[src/rtl/prn_check.sv]
// PN-sequence lock checker: acquires an LFSR stream, verifies it, then tracks chip errors while locked.
// Define PRN_CHECK_BER_CNT_EN to build the err_count/chip_count BER counters; otherwise they read 0.
module prn_check #(
    parameter int unsigned          PRNSIZE    = 10,
    parameter logic [PRNSIZE-1:0]   POLY       = 10'h204,
    parameter int unsigned          LOCK_CNT   = 16,
    parameter int unsigned          WINDOW     = 64,
    parameter int unsigned          UNLOCK_ERR = 8
) (
    input  logic        clk,
    input  logic        reset,
    input  logic        clear,
    input  logic        chip_valid,
    input  logic        chip_in,
    output logic [1:0]  state,
    output logic        locked,
    output logic        err_pulse,
    output logic [31:0] err_count,
    output logic [31:0] chip_count
);

    localparam int unsigned FILL_W = $clog2(PRNSIZE + 1);

    typedef enum logic [1:0] {
        ST_SEARCH = 2'd0,
        ST_VERIFY = 2'd1,
        ST_LOCKED = 2'd2
    } state_e;

    state_e              state_q, state_d;
    logic [PRNSIZE-1:0]  sr_q, sr_d;
    logic [FILL_W-1:0]   fill_q, fill_d;
    logic [7:0]          match_q, match_d;
    logic [15:0]         win_q, win_d;
    logic [15:0]         ewin_q, ewin_d;
    logic [15:0]         ewin_next;
    logic                err_pulse_q, err_pulse_d;
    logic                locked_q, locked_d;
    logic                predicted;
    logic                mismatch;
    logic [PRNSIZE-1:0]  sr_fill;
    logic [PRNSIZE-1:0]  sr_free;

    assign predicted = ^(POLY & sr_q);
    assign mismatch  = chip_in ^ predicted;
    assign sr_fill   = {sr_q[PRNSIZE-2:0], chip_in};
    assign sr_free   = {sr_q[PRNSIZE-2:0], predicted};

    // Acquisition / verification / lock-tracking state machine
    always_comb begin
        state_d     = state_q;
        sr_d        = sr_q;
        fill_d      = fill_q;
        match_d     = match_q;
        win_d       = win_q;
        ewin_d      = ewin_q;
        err_pulse_d = 1'b0;
        ewin_next   = ewin_q + 16'(mismatch);

        if (clear) begin
            state_d = ST_SEARCH;
            sr_d    = '0;
            fill_d  = '0;
            match_d = '0;
            win_d   = '0;
            ewin_d  = '0;
        end else if (chip_valid) begin
            case (state_q)
                ST_SEARCH: begin
                    sr_d = sr_fill;
                    if (fill_q == FILL_W'(PRNSIZE - 1)) begin
                        fill_d  = '0;
                        match_d = '0;
                        // An all-zero register is a dead LFSR state; keep filling
                        if (sr_fill != '0) state_d = ST_VERIFY;
                    end else begin
                        fill_d = fill_q + FILL_W'(1);
                    end
                end
                ST_VERIFY: begin
                    if (mismatch) begin
                        err_pulse_d = 1'b1;
                        state_d     = ST_SEARCH;
                        fill_d      = '0;
                        match_d     = '0;
                    end else begin
                        sr_d = sr_free;
                        if (match_q == 8'(LOCK_CNT - 1)) begin
                            state_d = ST_LOCKED;
                            match_d = '0;
                            win_d   = '0;
                            ewin_d  = '0;
                        end else begin
                            match_d = match_q + 8'd1;
                        end
                    end
                end
                ST_LOCKED: begin
                    sr_d        = sr_free;
                    err_pulse_d = mismatch;
                    if (ewin_next == 16'(UNLOCK_ERR)) begin
                        state_d = ST_SEARCH;
                        fill_d  = '0;
                        match_d = '0;
                        win_d   = '0;
                        ewin_d  = '0;
                    end else if (win_q == 16'(WINDOW - 1)) begin
                        win_d  = '0;
                        ewin_d = '0;
                    end else begin
                        win_d  = win_q + 16'd1;
                        ewin_d = ewin_next;
                    end
                end
                default: state_d = ST_SEARCH;
            endcase
        end

        locked_d = (state_d == ST_LOCKED);
    end

    always_ff @(posedge clk) begin
        if (reset) begin
            state_q     <= ST_SEARCH;
            sr_q        <= '0;
            fill_q      <= '0;
            match_q     <= '0;
            win_q       <= '0;
            ewin_q      <= '0;
            err_pulse_q <= 1'b0;
            locked_q    <= 1'b0;
        end else begin
            state_q     <= state_d;
            sr_q        <= sr_d;
            fill_q      <= fill_d;
            match_q     <= match_d;
            win_q       <= win_d;
            ewin_q      <= ewin_d;
            err_pulse_q <= err_pulse_d;
            locked_q    <= locked_d;
        end
    end

    assign state     = state_q;
    assign locked    = locked_q;
    assign err_pulse = err_pulse_q;

`ifdef PRN_CHECK_BER_CNT_EN
    logic        cnt_inc;
    logic        err_inc;
    logic [31:0] err_count_q, err_count_d;
    logic [31:0] chip_count_q, chip_count_d;

    assign cnt_inc = chip_valid && !clear && (state_q == ST_LOCKED);
    assign err_inc = cnt_inc && mismatch;

    // Saturating BER counters; they survive loss of lock and are zeroed only by clear/reset
    always_comb begin
        err_count_d  = err_count_q;
        chip_count_d = chip_count_q;
        if (clear) begin
            err_count_d  = '0;
            chip_count_d = '0;
        end else begin
            if (cnt_inc && (chip_count_q != 32'hFFFF_FFFF)) chip_count_d = chip_count_q + 32'd1;
            if (err_inc && (err_count_q != 32'hFFFF_FFFF))  err_count_d  = err_count_q + 32'd1;
        end
    end

    always_ff @(posedge clk) begin
        if (reset) begin
            err_count_q  <= '0;
            chip_count_q <= '0;
        end else begin
            err_count_q  <= err_count_d;
            chip_count_q <= chip_count_d;
        end
    end

    assign err_count  = err_count_q;
    assign chip_count = chip_count_q;
`else
    assign err_count  = '0;
    assign chip_count = '0;
`endif

endmodule
[config.mk]
export PLATFORM = sky130hd
export DESIGN_NAME = prn_check
export DESIGN_NICKNAME = d
export VERILOG_FILES = /design/src/rtl/prn_check.sv
export SDC_FILE = /design/constraint.sdc
export NUM_CORES = 1
export LEC_CHECK = 0
export CAP_MARGIN = 30
export CORE_ASPECT_RATIO = 1.2
export CORE_MARGIN = 2
export CORE_UTILIZATION = 45
export DETAILED_ROUTE_END_ITERATION = 10
export GPL_ROUTABILITY_DRIVEN = 0
export PLACE_DENSITY = 0.78
export SYNTH_ARGS = -nofsm -noshare
export SYNTH_HDL_FRONTEND = slang
export SYNTH_SLANG_ARGS = --single-unit
export TNS_END_PERCENT = 1
[constraint.sdc]
create_clock -name clk -period 10.4 [get_ports clk]
set_clock_uncertainty 0.15 [all_clocks]
set_input_delay 3.12 -clock clk [delete_from_list [all_inputs] [get_ports clk]]
set_output_delay 3.12 -clock clk [all_outputs]
set_load 0.01 [all_outputs]
==> results.sh <==
export IMPL_status="finished, final reports clean"
export IMPL_remaining_drc_errors=0
export IMPL_cap_violations=0
export IMPL_cts_tree="yes"
export IMPL_antenna_found_initial=0
export IMPL_critPathKind="in2reg"
export IMPL_viasPerCell=5.756
export IMPL_timing_slew_headroom=0.4463
export IMPL_layout_commonest_cell="conb_1"
export IMPL_global_route_usage_met1=0.2017
export IMPL_p_switching_mw=0.1149
export IMPL_cp_cell_sequence="clkdlybuf4s50_1 -> xor3_2 -> ha_1 -> ha_1 -> nand4_1 -> or4_1 -> nand3_1 -> o2111a_1 -> buf_4 -> nor4_4 -> a221o_1"
export IMPL_swShare=0.2237
export IMPL_ys_types=67
export IMPL_finalNetCount=520
export IMPL_yosysSeqAreaShare=0.2838
export IMPL_cts_htree_levels=3
export IMPL_ir_worst_vdd_uv=68.82
export IMPL_power_frac_comb=0.049
export IMPL_hold_buffers=0
export IMPL_busiest_layer="met2"
export IMPL_clkLatencyLatePin_ps=350
export IMPL_clock_power_share=0.516
export IMPL_ys_seq_elements=58
export IMPL_cts_buffers=9
export IMPL_antennaDiodeCount=0
export IMPL_crit_required_ps=10480
export IMPL_cts_sinks=58
export IMPL_firstDrtPassIters=7
export IMPL_syn_area_per_cell_sq_um=8.038
export IMPL_slew_violations=0
export IMPL_cts_path_max_buffers=2
export IMPL_grt_usage=0.1806
export IMPL_totalNegativeSetupSlack_ps=0
export IMPL_crit_arrival_ps=6670
export IMPL_cts_setup_buffers=0
export IMPL_rsz0062_at_grt="false"
export IMPL_synth_edf_count=0
export IMPL_syn_inst=509
export IMPL_start_util=0.4577
export IMPL_max_freq_ghz=0.1517
export IMPL_worst_pin_slew_ps=824.4
export IMPL_fin_crit_sh=0.6337
export IMPL_drive_gt1_frac=0.09216
export IMPL_min_period_ps=6590
export IMPL_core_area_sq_um=8939
export IMPL_place_inst=614
export IMPL_grtUsageMet3=0.04042
export IMPL_grt_max_degree=37
export IMPL_finalWorstSetupSlack_ps=3810
export IMPL_pin_count=73
export IMPL_dr_first_iter_drc_count=251
export IMPL_vias=3626
export IMPL_use_met2=0.3175
export IMPL_ant_nets=0
export IMPL_post_place_ws_ps=3508
export IMPL_hold_class="reg2reg"
export IMPL_pwr_share_seq=0.434
export IMPL_wl_per_cell_um=14.06
export IMPL_synthArstFlopShare=0
export IMPL_cts_resized=0
export IMPL_rows=38
export IMPL_dp_hpwl_mm=6.017
export IMPL_setup_worst_path_end_class="flip-flop"
export IMPL_cpMaxStageDelayCell="clkdlybuf4s50_1"
export IMPL_overflow=0
export IMPL_p_per_area_nw_per_um2=120.8
export IMPL_die_height_um=108.5
export IMPL_wl_mm=8.858
export IMPL_synthToLayoutAreaGrowth_pct=3.884
export IMPL_port_buffers=8
export IMPL_cts_root_buf="clkbuf_8"
export IMPL_crit_top_cell="ha_1"
export IMPL_synth_area_sq_um=4091
export IMPL_path_clk_slew_ps=70
export IMPL_finalHoldViolations=0
export IMPL_final_cells=630
export IMPL_synth_main_ff_cell="dfxtp_1"
export IMPL_die_area_sq_um=9874
export IMPL_p_leak_nw=1.521
export IMPL_slowest_delay_ps=510
export IMPL_die_x_um=91.05
export IMPL_cp_max_fo=31
export IMPL_grt_pass1_wl_mm=14.61
export IMPL_final_setup_viol_count=0
export IMPL_power_internal_mw=0.3987
export IMPL_yosys_warnings=0
export IMPL_grt_pass1_vias=3256
export IMPL_start_kind="primary input"
export IMPL_final_cell_mix="conb_1 (64), dfxtp_1 (58), nor2_1 (42), nand3_1 (38), nand2_1 (38)"
[critical path, delay by kind of cell]
kind / cells / cell delay (ps)
compound gates: 2 / 790
xor+xnor: 1 / 270
fa+ha+maj: 2 / 590
buf+inv: 2 / 900
simple gates: 4 / 990
[power by group through the flow]
stage / combinational (mW) / sequential [mW] / clock (mW)
floorplan: 0.0376 / 0.228 / 0
global placement: 0.0240 / 0.228 / 0
detailed placement: 0.0248 / 0.228 / 0
CTS: 0.0249 / 0.223 / 0.269
global route: 0.0281 / 0.223 / 0.280
finish: 0.0254 / 0.223 / 0.265
[kinds of logic (layout without fill, tap and decap cells)]
family	count (synthesis)	count (layout)	share of synthesized area
AOI/OAI and AO/OA	103	103	0.1911
xor gates and xnor gates	6	6	0.01682
adders and majority gates	10	10	0.03058
buffers and inverters	100	38	0.1578
DFF	58	58	0.2838
muxes	12	12	0.02936
other	1	64	0.0009166
and+or+nand+nor	219	219	0.2896
[Yosys cell counts (6+ instances only)]
| library cell | n | area (sq um) |
|---|---|---|
| o211ai_1 | 8 | 60.06 |
| nor4_1 | 6 | 37.54 |
| buf_2 | 6 | 30.03 |
| and3_1 | 7 | 43.79 |
| a211oi_1 | 6 | 45.04 |
| or4_1 | 8 | 60.06 |
| mux2i_1 | 12 | 120.1 |
| nor2_1 | 43 | 161.4 |
| nand3_1 | 38 | 190.2 |
| buf_4 | 66 | 495.5 |
| or3_1 | 10 | 62.56 |
| clkbuf_1 | 17 | 63.81 |
| nor3_1 | 28 | 140.1 |
| a221o_1 | 16 | 160.2 |
| nor2b_1 | 6 | 37.54 |
| o21ai_0 | 14 | 70.07 |
| nand2_1 | 38 | 142.6 |
| ha_1 | 10 | 125.1 |
| inv_1 | 8 | 30.03 |
| nand4_1 | 6 | 37.54 |
| dfxtp_1 | 58 | 1161 |
| a21oi_1 | 22 | 110.1 |
[worst paths after layout]
check / cells past startpoint / from / to / slack (ps)
setup reg to reg: 10 / sr_q[2] / win_q[6] / 6520
setup / recovery: 11 / chip_in / win_q[6] / 3810
hold reg to reg: 2 / ewin_q[0] / ewin_q[0] / 320
hold / removal: 2 / ewin_q[0] / ewin_q[0] / 320
[through the flow]
stage / utilization / total power [mW] / cell area, sq um / hold slack, ps
after floorplan: - / 0.2654 / 4328 / 286.2
after global placement: 0.4457 / 0.2519 / 3984 / 300.8
after detailed placement: 0.4474 / 0.2528 / 3999 / 303.8
after CTS: 0.4755 / 0.5170 / 4250 / 313.6
after global routing: 0.4755 / 0.5311 / 4250 / 364.2
final: 0.4755 / 0.5136 / 4250 / 317.2
[layout make-up]
cell class | instances | area (sq um)
inverter | 8 | 30.03
clock inverter | 5 | 100.1
tap | 120 | 150.1
fill | 850 | 4688
multi-input combinational | 414 | 2532
sequential | 58 | 1161
timing repair buffer | 14 | 125.1
clock buffer | 11 | 151.4
[flip-flops by register name, summed over array words and instances (netlist names)]
name       count
ewin_q        16
win_q         16
sr_q          10
match_q        8
fill_q         4
state          2
err_pulse      1
locked         1
[per-layer routing]
metal	up-vias	wire (um)
met1	1723	3661
met5	-	0
met3	24	486
met4	0	215
met2	137	4494
li1	1742	-
(Power assumes the default switching activity.)
